### src/rtl/video_timing_gen.sv
// Raster timing generator: registered syncs, data-enable, active coordinates and line/frame pulses.
// Optional colour-bar output is built when VTG_TEST_PATTERN_EN is defined.
module video_timing_gen #(
  parameter int H_ACTIVE = 640,
  parameter int H_FP     = 16,
  parameter int H_SYNC   = 96,
  parameter int H_BP     = 48,
  parameter int V_ACTIVE = 480,
  parameter int V_FP     = 10,
  parameter int V_SYNC   = 2,
  parameter int V_BP     = 33,
  parameter bit HS_POL   = 1'b0,
  parameter bit VS_POL   = 1'b0,
  parameter int CW       = 12
) (
  input  logic          ref_clk,
  input  logic          rst_n,
  input  logic          en,
  output logic          hsync,
  output logic          vsync,
  output logic          de,
  output logic [CW-1:0] x,
  output logic [CW-1:0] y,
  output logic          line_start,
  output logic          frame_start,
  output logic [15:0]   frame_cnt
`ifdef VTG_TEST_PATTERN_EN
  ,
  output logic [23:0]   rgb
`endif
);

  localparam int H_TOTAL = H_ACTIVE + H_FP + H_SYNC + H_BP;
  localparam int V_TOTAL = V_ACTIVE + V_FP + V_SYNC + V_BP;

  localparam logic [CW-1:0] H_LAST   = CW'(H_TOTAL - 1);
  localparam logic [CW-1:0] V_LAST   = CW'(V_TOTAL - 1);
  localparam logic [CW-1:0] H_ACT    = CW'(H_ACTIVE);
  localparam logic [CW-1:0] V_ACT    = CW'(V_ACTIVE);
  localparam logic [CW-1:0] HS_START = CW'(H_ACTIVE + H_FP);
  localparam logic [CW-1:0] HS_END   = CW'(H_ACTIVE + H_FP + H_SYNC);
  localparam logic [CW-1:0] VS_START = CW'(V_ACTIVE + V_FP);
  localparam logic [CW-1:0] VS_END   = CW'(V_ACTIVE + V_FP + V_SYNC);

  localparam longint unsigned COORD_RANGE = 64'd1 << CW;

  if (COORD_RANGE < 64'(H_TOTAL) || COORD_RANGE < 64'(V_TOTAL) ||
      H_ACTIVE == 0 || H_FP == 0 || H_SYNC == 0 || H_BP == 0 ||
      V_ACTIVE == 0 || V_FP == 0 || V_SYNC == 0 || V_BP == 0) begin : g_param_check
    $error("video_timing_gen: zero timing parameter or CW too narrow for totals");
  end

  logic [CW-1:0] h_q, h_d;
  logic [CW-1:0] v_q, v_d;
  logic          first_q, first_d;
  logic [15:0]   frame_cnt_q, frame_cnt_d;
  logic          hsync_q, hsync_d;
  logic          vsync_q, vsync_d;
  logic          de_q, de_d;
  logic [CW-1:0] x_q, x_d;
  logic [CW-1:0] y_q, y_d;
  logic          line_start_q, line_start_d;
  logic          frame_start_q, frame_start_d;

  // Outputs decode the current (h,v); the counters then move to the next position.
  always_comb begin
    h_d           = h_q;
    v_d           = v_q;
    first_d       = first_q;
    frame_cnt_d   = frame_cnt_q;
    hsync_d       = hsync_q;
    vsync_d       = vsync_q;
    de_d          = de_q;
    x_d           = x_q;
    y_d           = y_q;
    line_start_d  = line_start_q;
    frame_start_d = frame_start_q;
    if (en) begin
      de_d          = (h_q < H_ACT) && (v_q < V_ACT);
      x_d           = de_d ? h_q : '0;
      y_d           = de_d ? v_q : '0;
      hsync_d       = ((h_q >= HS_START) && (h_q < HS_END)) ? HS_POL : ~HS_POL;
      vsync_d       = ((v_q >= VS_START) && (v_q < VS_END)) ? VS_POL : ~VS_POL;
      line_start_d  = (h_q == '0);
      frame_start_d = (h_q == '0) && (v_q == '0);
      // The frame counter counts completed frames, so the very first frame start is skipped.
      if (frame_start_d) begin
        if (first_q) begin
          first_d = 1'b0;
        end else begin
          frame_cnt_d = frame_cnt_q + 16'd1;
        end
      end
      if (h_q == H_LAST) begin
        h_d = '0;
        v_d = (v_q == V_LAST) ? '0 : v_q + 1'b1;
      end else begin
        h_d = h_q + 1'b1;
      end
    end
  end

  always_ff @(posedge ref_clk or negedge rst_n) begin
    if (!rst_n) begin
      h_q           <= '0;
      v_q           <= '0;
      first_q       <= 1'b1;
      frame_cnt_q   <= '0;
      hsync_q       <= ~HS_POL;
      vsync_q       <= ~VS_POL;
      de_q          <= 1'b0;
      x_q           <= '0;
      y_q           <= '0;
      line_start_q  <= 1'b0;
      frame_start_q <= 1'b0;
    end else begin
      h_q           <= h_d;
      v_q           <= v_d;
      first_q       <= first_d;
      frame_cnt_q   <= frame_cnt_d;
      hsync_q       <= hsync_d;
      vsync_q       <= vsync_d;
      de_q          <= de_d;
      x_q           <= x_d;
      y_q           <= y_d;
      line_start_q  <= line_start_d;
      frame_start_q <= frame_start_d;
    end
  end

  assign hsync       = hsync_q;
  assign vsync       = vsync_q;
  assign de          = de_q;
  assign x           = x_q;
  assign y           = y_q;
  assign line_start  = line_start_q;
  assign frame_start = frame_start_q;
  assign frame_cnt   = frame_cnt_q;

`ifdef VTG_TEST_PATTERN_EN
  localparam int BAR_W   = H_ACTIVE / 8;
  localparam int BAR_DIV = (BAR_W == 0) ? 1 : BAR_W;
  localparam logic [23:0] BAR_RGB [8] = '{24'hFFFFFF, 24'hFFFF00, 24'h00FFFF, 24'h00FF00,
                                          24'hFF00FF, 24'hFF0000, 24'h0000FF, 24'h000000};

  logic [23:0] rgb_q, rgb_d;
  logic [31:0] bar_idx;

  // Bars are indexed by the same h that feeds x, so colour lines up with de.
  always_comb begin
    bar_idx = 32'(h_q) / BAR_DIV;
    rgb_d   = rgb_q;
    if (en) begin
      rgb_d = 24'h000000;
      if ((BAR_W > 0) && (h_q < H_ACT) && (v_q < V_ACT) && (bar_idx < 32'd8)) begin
        rgb_d = BAR_RGB[bar_idx[2:0]];
      end
    end
  end

  always_ff @(posedge ref_clk or negedge rst_n) begin
    if (!rst_n) begin
      rgb_q <= '0;
    end else begin
      rgb_q <= rgb_d;
    end
  end

  assign rgb = rgb_q;
`endif

endmodule

### config.mk
export PLATFORM = sky130hd
export DESIGN_NAME = video_timing_gen
export DESIGN_NICKNAME = d
export VERILOG_FILES = /design/src/rtl/video_timing_gen.sv
export SDC_FILE = /design/constraint.sdc
export NUM_CORES = 1
export LEC_CHECK = 0
export BUFFER_PORTS_ARGS = -buffer_cell sky130_fd_sc_hd__buf_2
export CAP_MARGIN = 25
export CORE_ASPECT_RATIO = 1.75
export CORE_MARGIN = 4
export CORE_UTILIZATION = 25
export DETAILED_ROUTE_END_ITERATION = 6
export PLACE_DENSITY_LB_ADDON = 0.25
export SYNTH_ARGS = -nofsm -noshare
export SYNTH_HDL_FRONTEND = slang
export SYNTH_SLANG_ARGS = --single-unit
### constraint.sdc
create_clock -name ref_clk -period 2.8 [get_ports ref_clk]
set_input_delay 0 -clock ref_clk [delete_from_list [all_inputs] [get_ports ref_clk]]
set_output_delay 0 -clock ref_clk [all_outputs]
set_load 0.05 [all_outputs]
==> impl_metrics.tcl, run 1 <==
set metrics [dict create \
    status "completed" \
    io_buffers 47 \
    peakVddDrop_mv 0.271 \
    synth_cells 288 \
    clk_pin_slew_ns 0.06 \
    p_leak_uw 0.00199 \
    max_slew_margin 0.483 \
    post-route-period-util 0.819 \
    fmax_mhz 436 \
    grt_pass1_vias 2434 \
    start_util 0.255 \
    crit_path_start_kind "register" \
    wl_per_cell_um 15.7 \
    slowest_stage "nand4_2" \
    tritoncts.num_buffers 9 \
    htreeDepth 3 \
    finalSetupViolations 0 \
    synthArstFlopShare 1.00 \
    tightest_slew_ns 0.775 \
    synth_enable_flop_cells 0 \
    cp_max_fo 15 \
    clkSinkCount 70 \
    clock_path_buffers 2 \
    rsz0062_at_grt "no" \
    cap_violations 0 \
    diodes 0 \
    ys_types 45 \
    vias 2379 \
    syn_area_per_cell_um2 11.4 \
    grt_usage 0.115 \
    num_rows 55 \
    gr-total-overflow 0 \
    detail-route-antenna-nets 0 \
    ys.flop_type "dfrtp_1" \
    worst_r2r_path_depth 6 \
    pwr-share-seq 0.447 \
    yosysWarnings 0 \
    p_per_area_nw_per_um2 627 \
    internal_power_uw 1920 \
    drt-total-wl_um 8050 \
    cts_resized 0 \
    insertion_delay_ns 0.33 \
    hold_violations 0 \
    drc 0 \
    setup_tns_ns 0 \
    hpwl_um 5670 \
    critPathKind "register to register" \
    regArea_um2 1760 \
    drive_gt1_frac 0.257 \
    dieArea_um2 15100 \
    final_util 0.311 \
    pwr-share-clk 0.486 \
    gp_congestion 0.809 \
    cp-end-kind "register" \
    design.core.area_um2 12900 \
    fin_skew_ns 0.00900 \
    hold_path_class "primary input to async pin" \
    fp.dieH_um 160 \
    grt_max_degree 28 \
    crit_path_max_incr_delay_ns 0.51 \
    comb_power_share 0.067 \
    nNetsFinal 345 \
    first_pass_iters 4 \
    switching_share 0.237 \
    viasPerCell 4.64 \
    die_width_um 94.6 \
    min_period_ns 2.29 \
    slew_viol_final 0 \
    grt_pass1_wl_um 13200 \
    required_ns 3.02 \
    hold_buffers 2 \
    cts_tree "built" \
    post_cts_buffers 0 \
    area_growth_pct 22.2 \
    cts_root_buf "clkbuf_16" \
    grt_antenna_before_repair 0 \
    fillers 1333 \
    crit_arrival_ns 2.51 \
    path_cells "inv_1, ha_1, nor4b_4, nand4_2, nor2_1, mux2_2" \
    synth_nets 296 \
    ys_seq_area_frac 0.535 \
    synth_area_um2 3280 \
    multiInputGateArea_um2 1370 \
    drt_iter0_markers 83 \
    ys_seq_elements 70 \
    ioPinCount 48 \
    net-switching-power_uw 595 \
]
## path summary, 6_finish.rpt
path,endpoint,slack (ns),from
max,frame_cnt[1],0.51,v_q[0]
min,y[8],0.22,rst_n
max reg2reg,frame_cnt[1],0.51,v_q[0]
min reg2reg,first_q,0.46,first_q
max in group asynchronous,x[10],1.78,rst_n
min in group ref_clk,first_q,0.46,first_q
## per-stage QoR
step / cell area (um^2) / instances / setup WS (ns) / total power, uW / hold WS, ns
after floorplan: 3280 / 288 / 1.08 / 1260 / -0.296
after global placement: 3670 / 495 / 0.548 / 1310 / 0.0617
after detailed placement: 3670 / 495 / 0.507 / 1310 / 0.0795
after CTS: 4010 / 513 / 0.492 / 2550 / 0.257
after global routing: 4010 / 513 / 0.293 / 2610 / 0.308
final: 4010 / 513 / 0.507 / 2510 / 0.220
## cell usage in the layout (no fill, tap or decap), drive strengths merged, types with 3 or more instances in the layout
cell / count
a21oi: 3
and3: 4
a22o: 18
xnor2: 11
ha: 5
and4: 3
nor4: 12
nand3: 17
nand4: 15
xor2: 20
nor3: 14
nor2b: 5
buf: 51
inv: 17
o21ai: 9
nor2: 16
or3: 3
nand2: 13
clkbuf: 12
dfstp: 3
dfrtp: 67
## critical path: cells and delay by family, from the launching register on
family	cells	cell delay, ns
fa+ha+maj	1	0.16
flops	1	0.42
mux	1	0.36
buf+inv	1	0.11
simple gates	3	1.12
## cell type report
| cell class | count | area share |
|---|---|---|
| flip-flops and latches | 70 | 0.438 |
| multi-input cells | 186 | 0.342 |
| clock buffers | 12 | 0.0615 |
| well taps | 171 | 0.0534 |
| repair buffers | 53 | 0.0712 |
| inverters | 17 | 0.0159 |
| clock inverters | 4 | 0.0175 |
## state kept, by name, indices dropped and copies added, names as in the netlist, 12 cells and up
signal	count
h_q	12
frame_cnt	16
y	12
v_q	12
x	12
## synth_stat cells (3+ instances only)
cell | number | area (um^2)
and4_1 | 3 | 26.3
nand3_1 | 16 | 80.1
buf_6 | 3 | 33.8
nor3_1 | 8 | 40.0
dfrtp_1 | 67 | 1680
and3_1 | 4 | 25.0
inv_1 | 17 | 63.8
nor4_1 | 6 | 37.5
a21oi_1 | 3 | 15.0
a22o_1 | 18 | 158
xnor2_1 | 11 | 96.3
clkbuf_1 | 3 | 11.3
nor2b_1 | 5 | 31.3
ha_1 | 5 | 62.6
or3_1 | 3 | 18.8
dfstp_2 | 3 | 78.8
o21ai_0 | 9 | 45.0
nor4_2 | 4 | 50.1
xor2_1 | 20 | 175
nand4_1 | 13 | 81.3
nand2_1 | 13 | 48.8
nor2_1 | 16 | 60.1
nor3_2 | 6 | 60.1
buf_2 | 6 | 30.0
## cells by family (layout without fill, tap and decap cells)
group	after synthesis	count (layout)	share of synthesized area
AOI/OAI and AO/OA	37	37	0.0832
xor gates and xnor gates	31	31	0.0828
adders and majority gates	5	5	0.0191
buffers and inverters	32	86	0.0462
DFF	70	70	0.535
muxes	2	2	0.00649
and+or+nand+nor	111	111	0.227
## metal layers
metal / GRT usage / vias up / share of wire
met2: 0.195 / 52 / 0.53
li1: - / 1128 / -
met1: 0.133 / 1180 / 0.41
met3: 0.0274 / 19 / 0.031
met5: 0 / - / 0
met4: 0.0558 / 0 / 0.030
## power groups by stage
stage | combinational, uW | clock, uW | sequential [uW]
global route | 192 | 1290 | 1130
global placement | 168 | 0 | 1140
detailed placement | 172 | 0 | 1140
floorplan | 146 | 0 | 1110
CTS | 174 | 1250 | 1120
finish | 169 | 1220 | 1120
(Power assumes the default switching activity.)
==> run 2: changes to the inputs <==
--- a/config.mk
+++ b/config.mk
@@ -5,6 +5,7 @@
 export SDC_FILE = /design/constraint.sdc
 export NUM_CORES = 1
 export LEC_CHECK = 0
+export ABC_AREA = 1
 export BUFFER_PORTS_ARGS = -buffer_cell sky130_fd_sc_hd__buf_2
 export CAP_MARGIN = 25
 export CORE_ASPECT_RATIO = 1.75
==> constraint.sdc (replaced) <==
create_clock -name ref_clk -period 2 [get_ports ref_clk]
set_input_delay 0 -clock ref_clk [delete_from_list [all_inputs] [get_ports ref_clk]]
set_output_delay 0 -clock ref_clk [all_outputs]
set_load 0.05 [all_outputs]
==> run 2 against run 1 <==
- first-iteration DRC count is 89% higher
- largest cell class unchanged
- global-route usage grew 0.73 points
- fmax rose by 39%
- cell area grew 13%
- sequential share of layout area shrank 5.2 points
- setup slack worse by 0.16 ns
- routed wire length grew 21%
- combinational power rose to 7.4 times the previous value
- sequential power increased by 63%
- die area rose by 12%
==> impl_metrics.tcl, run 2 <==
set metrics [dict create \
    fillers 1542 \
    dp_slack_ns 0.334 \
    htreeDepth 3 \
    pwr-share-clk 0.379 \
    cp_max_fo 9 \
    hpwl_um 7300 \
    viasPerCell 4.54 \
    clk_pin_slew_ns 0.06 \
    nNetsFinal 548 \
    slowest_stage "dfrtp_1" \
    cp_common_cell "nand2_1" \
    area_growth_pct 22.7 \
    largest_reg_flops 16 \
    grt_max_degree 29 \
    status "completed" \
    drive_gt1_frac 0.185 \
    post-route-period-util 0.826 \
    synth_top_cell_by_area "dfrtp_1" \
    ys_seq_area_frac 0.474 \
    cts_root_buf "clkbuf_16" \
    worst_slack_ns 0.348 \
    gp_congestion 0.866 \
    rr_endpoint "frame_cnt[9]" \
    drc 0 \
    num_rows 58 \
    crit_path_max_incr_delay_ns 0.38 \
    synth_most_common_cell "nand2_1" \
    first_pass_iters 5 \
    design.core.area_um2 14400 \
    grt_pass1_vias 3388 \
    ioPinCount 48 \
    synth_cells 480 \
    rr_startpoint "h_q[0]" \
    diodes 0 \
    yosysWarnings 0 \
    synth_area_leaders "dfrtp_1 (45%), nand2_1 (15%), nand3_1 (6.5%)" \
    crit_path_end "frame_cnt[9]" \
    internal_power_uw 3160 \
    min_period_ns 1.65 \
    grt_pass1_wl_um 16600 \
    finalSetupViolations 0 \
    max_slew_margin 0.564 \
    ff2ff_setup_slack_ns 0.35 \
    tritoncts.num_buffers 9 \
    peakVddDrop_mv 0.439 \
    vias 3292 \
    setup_tns_ns 0 \
    synthArstFlopShare 1.00 \
    required_ns 2.23 \
    hold_violations 0 \
    fmax_mhz 605 \
    grt_antenna_before_repair 0 \
    clkSinkCount 70 \
    insertion_delay_ns 0.34 \
    cp-end-kind "register" \
    p_per_area_nw_per_um2 1080 \
    gr-total-overflow 0 \
    detail-route-antenna-nets 0 \
    yosys.area.top_type_share 0.452 \
    clock_path_buffers 2 \
    drt-total-wl_um 9740 \
    p_leak_uw 0.00232 \
    critPathKind "register to register" \
    yosys-top-cells-count "nand2_1 (147), dfrtp_1 (67), nor2_1 (62)" \
    grt_usage 0.122 \
    rsz0062_at_grt "no" \
    ys_types 30 \
    cap_violations 0 \
    fin_skew_ns 0.00958 \
    net-switching-power_uw 1770 \
    hold_path_class "primary input to async pin" \
    crit_arrival_ns 1.88 \
    slew_viol_final 0 \
    comb_power_share 0.253 \
    mostFrequentLayoutCells "nand2_1 (147), dfrtp_1 (67), nor2_1 (62)" \
    synth_area_um2 3710 \
    pwr-share-seq 0.369 \
    tightest_slew_ns 0.654 \
    synth_enable_flop_cells 0 \
    dieArea_um2 16900 \
    syn_area_per_cell_um2 7.72 \
    die_width_um 100 \
    switching_share 0.360 \
    io_buffers 47 \
    fp.dieH_um 169 \
    crit_path_start_kind "register" \
    ys.flop_type "dfrtp_1" \
    worst_r2r_path_depth 11 \
    hold_ws_ns 0.222 \
    wl_per_cell_um 13.4 \
    final_common_cell "nand2_1" \
    cts_tree "built" \
    drt_iter0_markers 157 \
    post_cts_buffers 0 \
    synth_nets 488 \
    ys_seq_elements 70 \
    cp-startpoint "h_q[0]" \
    start_util 0.257 \
    path_cells "inv_1, ha_1, nand2_1, inv_1, nand2_1, nor2_1, nand2_1, nor2_4, nand2_1, nand2_1, nand2_1" \
]
==> run 2: cell count changes after synthesis, moves of 10 or more <==
cell / before / now
xnor2_1: 11 / 0
xor2_1: 20 / 10
nand2_1: 13 / 147
o21ai_2: 0 / 10
nor2_1: 16 / 62
o21ai_0: 9 / 19
nand3_1: 16 / 48
inv_1: 17 / 49
a22o_1: 18 / 0
==> run 2: kinds of logic after synthesis <==
logic type	count (synthesis)	synth area share
buffers and inverters	62	0.0719
xor gates and xnor gates	10	0.0236
and+or+nand+nor	297	0.354
AOI/OAI and AO/OA	36	0.0597
DFF	70	0.474
adders and majority gates	5	0.0169
==> run 2: power by group through the flow <==
stage | clock, uW | combinational, uW | sequential, uW
6_report | 1870 | 1250 | 1820
5_1_grt | 1990 | 1370 | 1850
3_3_place_gp | 0 | 1250 | 1830
4_1_cts | 1920 | 1260 | 1820
3_5_place_dp | 0 | 1250 | 1840
2_1_floorplan | 0 | 534 | 2190
==> run 2: per-stage QoR <==
step	utilization	total power, uW	instance area (um^2)	instances
6_report	0.315	4930	4550	725
5_1_grt	0.315	5210	4550	725
4_1_cts	0.315	5000	4550	725
3_5_place_dp	0.290	3090	4180	707
3_3_place_gp	0.290	3090	4180	707
2_1_floorplan	-	2730	3710	480
==> run 2: timing repair <==
action	CTS	global route
hold buffers	2	0
hold endpoints to repair	29	0
gates resized for setup	0	0
endpoints found under the setup margin	0	0
==> run 2: worst min path at each step <==
stage	start	endpoint	slack, ns	cells after the start
floorplan	rst_n	de	-0.30	0
global placement	rst_n	y[7]	0.06	1
detailed placement	rst_n	y[7]	0.07	1
CTS	rst_n	y[7]	0.24	2
global route	rst_n	y[7]	0.28	2
finish	rst_n	y[7]	0.22	2
==> run 2: area by class of cell <==
type | instances | area, um^2 | area share
clock inverters | 7 | 120 | 0.0264
flip-flops and latches | 70 | 1760 | 0.386
clock buffers | 9 | 225 | 0.0495
inverters | 53 | 201 | 0.0443
repair buffers | 58 | 335 | 0.0737
well taps | 180 | 225 | 0.0495
multi-input cells | 348 | 1690 | 0.371
==> run 2: critical path, delay by kind of cell, from the launching register on <==
kind	cells	cell delay, ns
DFF	1	0.38
buffers and inverters	2	0.24
adders and majority gates	1	0.21
and+or+nand+nor	8	0.73
==> run 2: layer usage <==
layer  up-vias  routed length (um)  GRT usage
met4         0                 180     0.0551
li1       1653                   -          -
met1      1564                3970      0.138
met5         -                   0          0
met3        10                 403     0.0276
met2        65                5180      0.216
==> run 3: changes to the inputs <==
==> constraint.sdc (replaced) <==
create_clock -name ref_clk -period 1.6 [get_ports ref_clk]
set_input_delay 0 -clock ref_clk [delete_from_list [all_inputs] [get_ports ref_clk]]
set_output_delay 0 -clock ref_clk [all_outputs]
set_load 0.05 [all_outputs]
==> run 3 against run 2 <==
- register-to-register slack worse by 0.27 ns
- setup slack worse by 0.27 ns
- sequential cell count unchanged
- critical endpoint is now v_q[3]
- final cell count up 2.6%
- total power up 19%
- count of clock-buffer cells in the layout up 2
- largest power group is now sequential cells
- via count up 1.8%
- clock skew up 0.0024 ns
- combinational power up 39%
==> impl_metrics.tcl, run 3 (same netlist as run 2, synthesis figures left out) <==
set metrics [dict create \
    slowest_stage "dfrtp_1" \
    insertion_delay_ns 0.35 \
    post-route-period-util 0.951 \
    fmax_mhz 657 \
    cts_root_buf "clkbuf_16" \
    ff2ff_setup_slack_ns 0.08 \
    hold_start "en" \
    worst_r2r_path_depth 8 \
    clock_path_buffers 2 \
    crit_path_start_kind "register" \
    drt-total-wl_um 10200 \
    detail-route-antenna-nets 0 \
    crit_family "simple AND/OR/NAND/NOR gates" \
    dp_slack_ns 0.0539 \
    critical_path.n_buffers_inverters 1 \
    max_slew_margin 0.703 \
    fin_skew_ns 0.0120 \
    cap_violations 0 \
    p_leak_uw 0.00238 \
    hold_violations 0 \
    hold_path_class "primary input to register" \
    first_pass_iters 4 \
    diodes 0 \
    grt_pass1_wl_um 16600 \
    drc 0 \
    finalSetupViolations 0 \
    final_common_cell "nand2_1" \
    hpwl_um 7490 \
    mostFrequentLayoutCells "nand2_1 (145), dfrtp_1 (65), nor2_1 (57)" \
    start_util 0.257 \
    num_rows 58 \
    largest_reg_flops 16 \
    path_cells "ha_4, nand2_1, nor2_1, nand3_2, nor2_4, buf_4, nand3_1, o21ai_0" \
    cp_max_fo 5 \
    drt_iter0_markers 102 \
    grt_usage 0.124 \
    cts_tree "built" \
    rr_startpoint "h_q[1]" \
    die_width_um 100 \
    io_buffers 47 \
    min_period_ns 1.52 \
    rr_endpoint "v_q[3]" \
    hold_path_depth 3 \
    worst_slack_ns 0.0778 \
    grt_antenna_before_repair 0 \
    fp.dieH_um 169 \
    holdPathEnd "h_q[1]" \
    grt_pass1_vias 3418 \
    crit_path_max_incr_delay_ns 0.42 \
    clkSinkCount 70 \
    rsz0062_at_grt "yes" \
    hold_ws_ns 0.0713 \
    gp_congestion 0.857 \
    dieArea_um2 16900 \
    tightest_slew_ns 0.444 \
    required_ns 1.86 \
    viasPerCell 4.50 \
    vias 3351 \
    area_growth_pct 27.1 \
    status "completed" \
    gr-total-overflow 0 \
    grt_max_degree 71 \
    critPathKind "register to register" \
    cp-end-kind "register" \
    design.core.area_um2 14400 \
    ioPinCount 48 \
    tritoncts.num_buffers 9 \
    regArea_um2 1760 \
    final_util 0.326 \
    wl_per_cell_um 13.7 \
    multiInputGateArea_um2 1770 \
    htreeDepth 3 \
    p_per_area_nw_per_um2 1250 \
    crit_arrival_ns 1.78 \
    nNetsFinal 567 \
    p_total_uw 5890 \
    drive_gt1_frac 0.246 \
    peakVddDrop_mv 0.562 \
    slew_viol_final 0 \
    fillers 1573 \
    clk_pin_slew_ns 0.06 \
]
## run 3: changes by cell type in the layout (fill, tap and decap cells not counted), sizes merged, moves of 2 or more
cell	change
clkinvlp	+3
buf	+18
clkbuf	+2
bufinv	-3
## run 3: layout make-up
type | count | share of cell area
Multi-Input combinational cell | 350 | 0.376
Clock inverter | 5 | 0.00743
Inverter | 53 | 0.0428
Clock buffer | 11 | 0.0515
Timing Repair Buffer | 75 | 0.101
Tap cell | 180 | 0.0478
Sequential cell | 70 | 0.373
## run 3: worst reg2reg max path, cell delays in order (launching register included)
cell and delay (ns):
dfrtp_1 0.42, ha_4 0.17, nand2_1 0.05, nor2_1 0.12, nand3_2 0.14, nor2_4 0.22
buf_4 0.18, nand3_1 0.07, o21ai_0 0.08
## run 3: routing by layer
layer,vias up,track usage,routed length (um)
met5,-,0,0
met4,0,0.0452,207
met3,8,0.0305,372
met2,45,0.232,5510
met1,1599,0.133,4070
li1,1699,-,-
## run 3: worst max-delay path by stage
stage	start	end	slack (ns)	cells after the start
2_1_floorplan	frame_cnt[4]	frame_cnt[9]	0.01	7
3_3_place_gp	v_q[9]	y[1]	0.02	6
3_5_place_dp	h_q[1]	v_q[3]	0.05	8
4_1_cts	v_q[9]	y[1]	0.02	6
5_1_grt	h_q[1]	v_q[3]	-0.03	8
6_report	h_q[1]	v_q[3]	0.08	8
## run 3: repair_timing
item                       in CTS  in global routing
hold buffers                    1                  0
setup endpoints to repair       0                 33
hold endpoints to repair       67                  0
resized for setup               0                 23
buffers inserted                0                  1
## run 3: where the power goes
group          total, uW  leakage (uW)  switching [uW]  internal, uW
Combinational       1740       0.00135            1210           528
Clock               1880      0.000124             795          1090
Sequential          2270      0.000908             234          2030
Total               5890       0.00238            2240          3650
## run 3: metrics by stage
| step | instances | cell area, um^2 | setup TNS, ns |
|---|---|---|---|
| after CTS | 741 | 4610 | 0 |
| after global routing | 744 | 4710 | -0.114 |
| after detailed placement | 724 | 4330 | 0 |
| after floorplan | 480 | 3710 | 0 |
| final | 744 | 4710 | 0 |
| after global placement | 724 | 4330 | 0 |
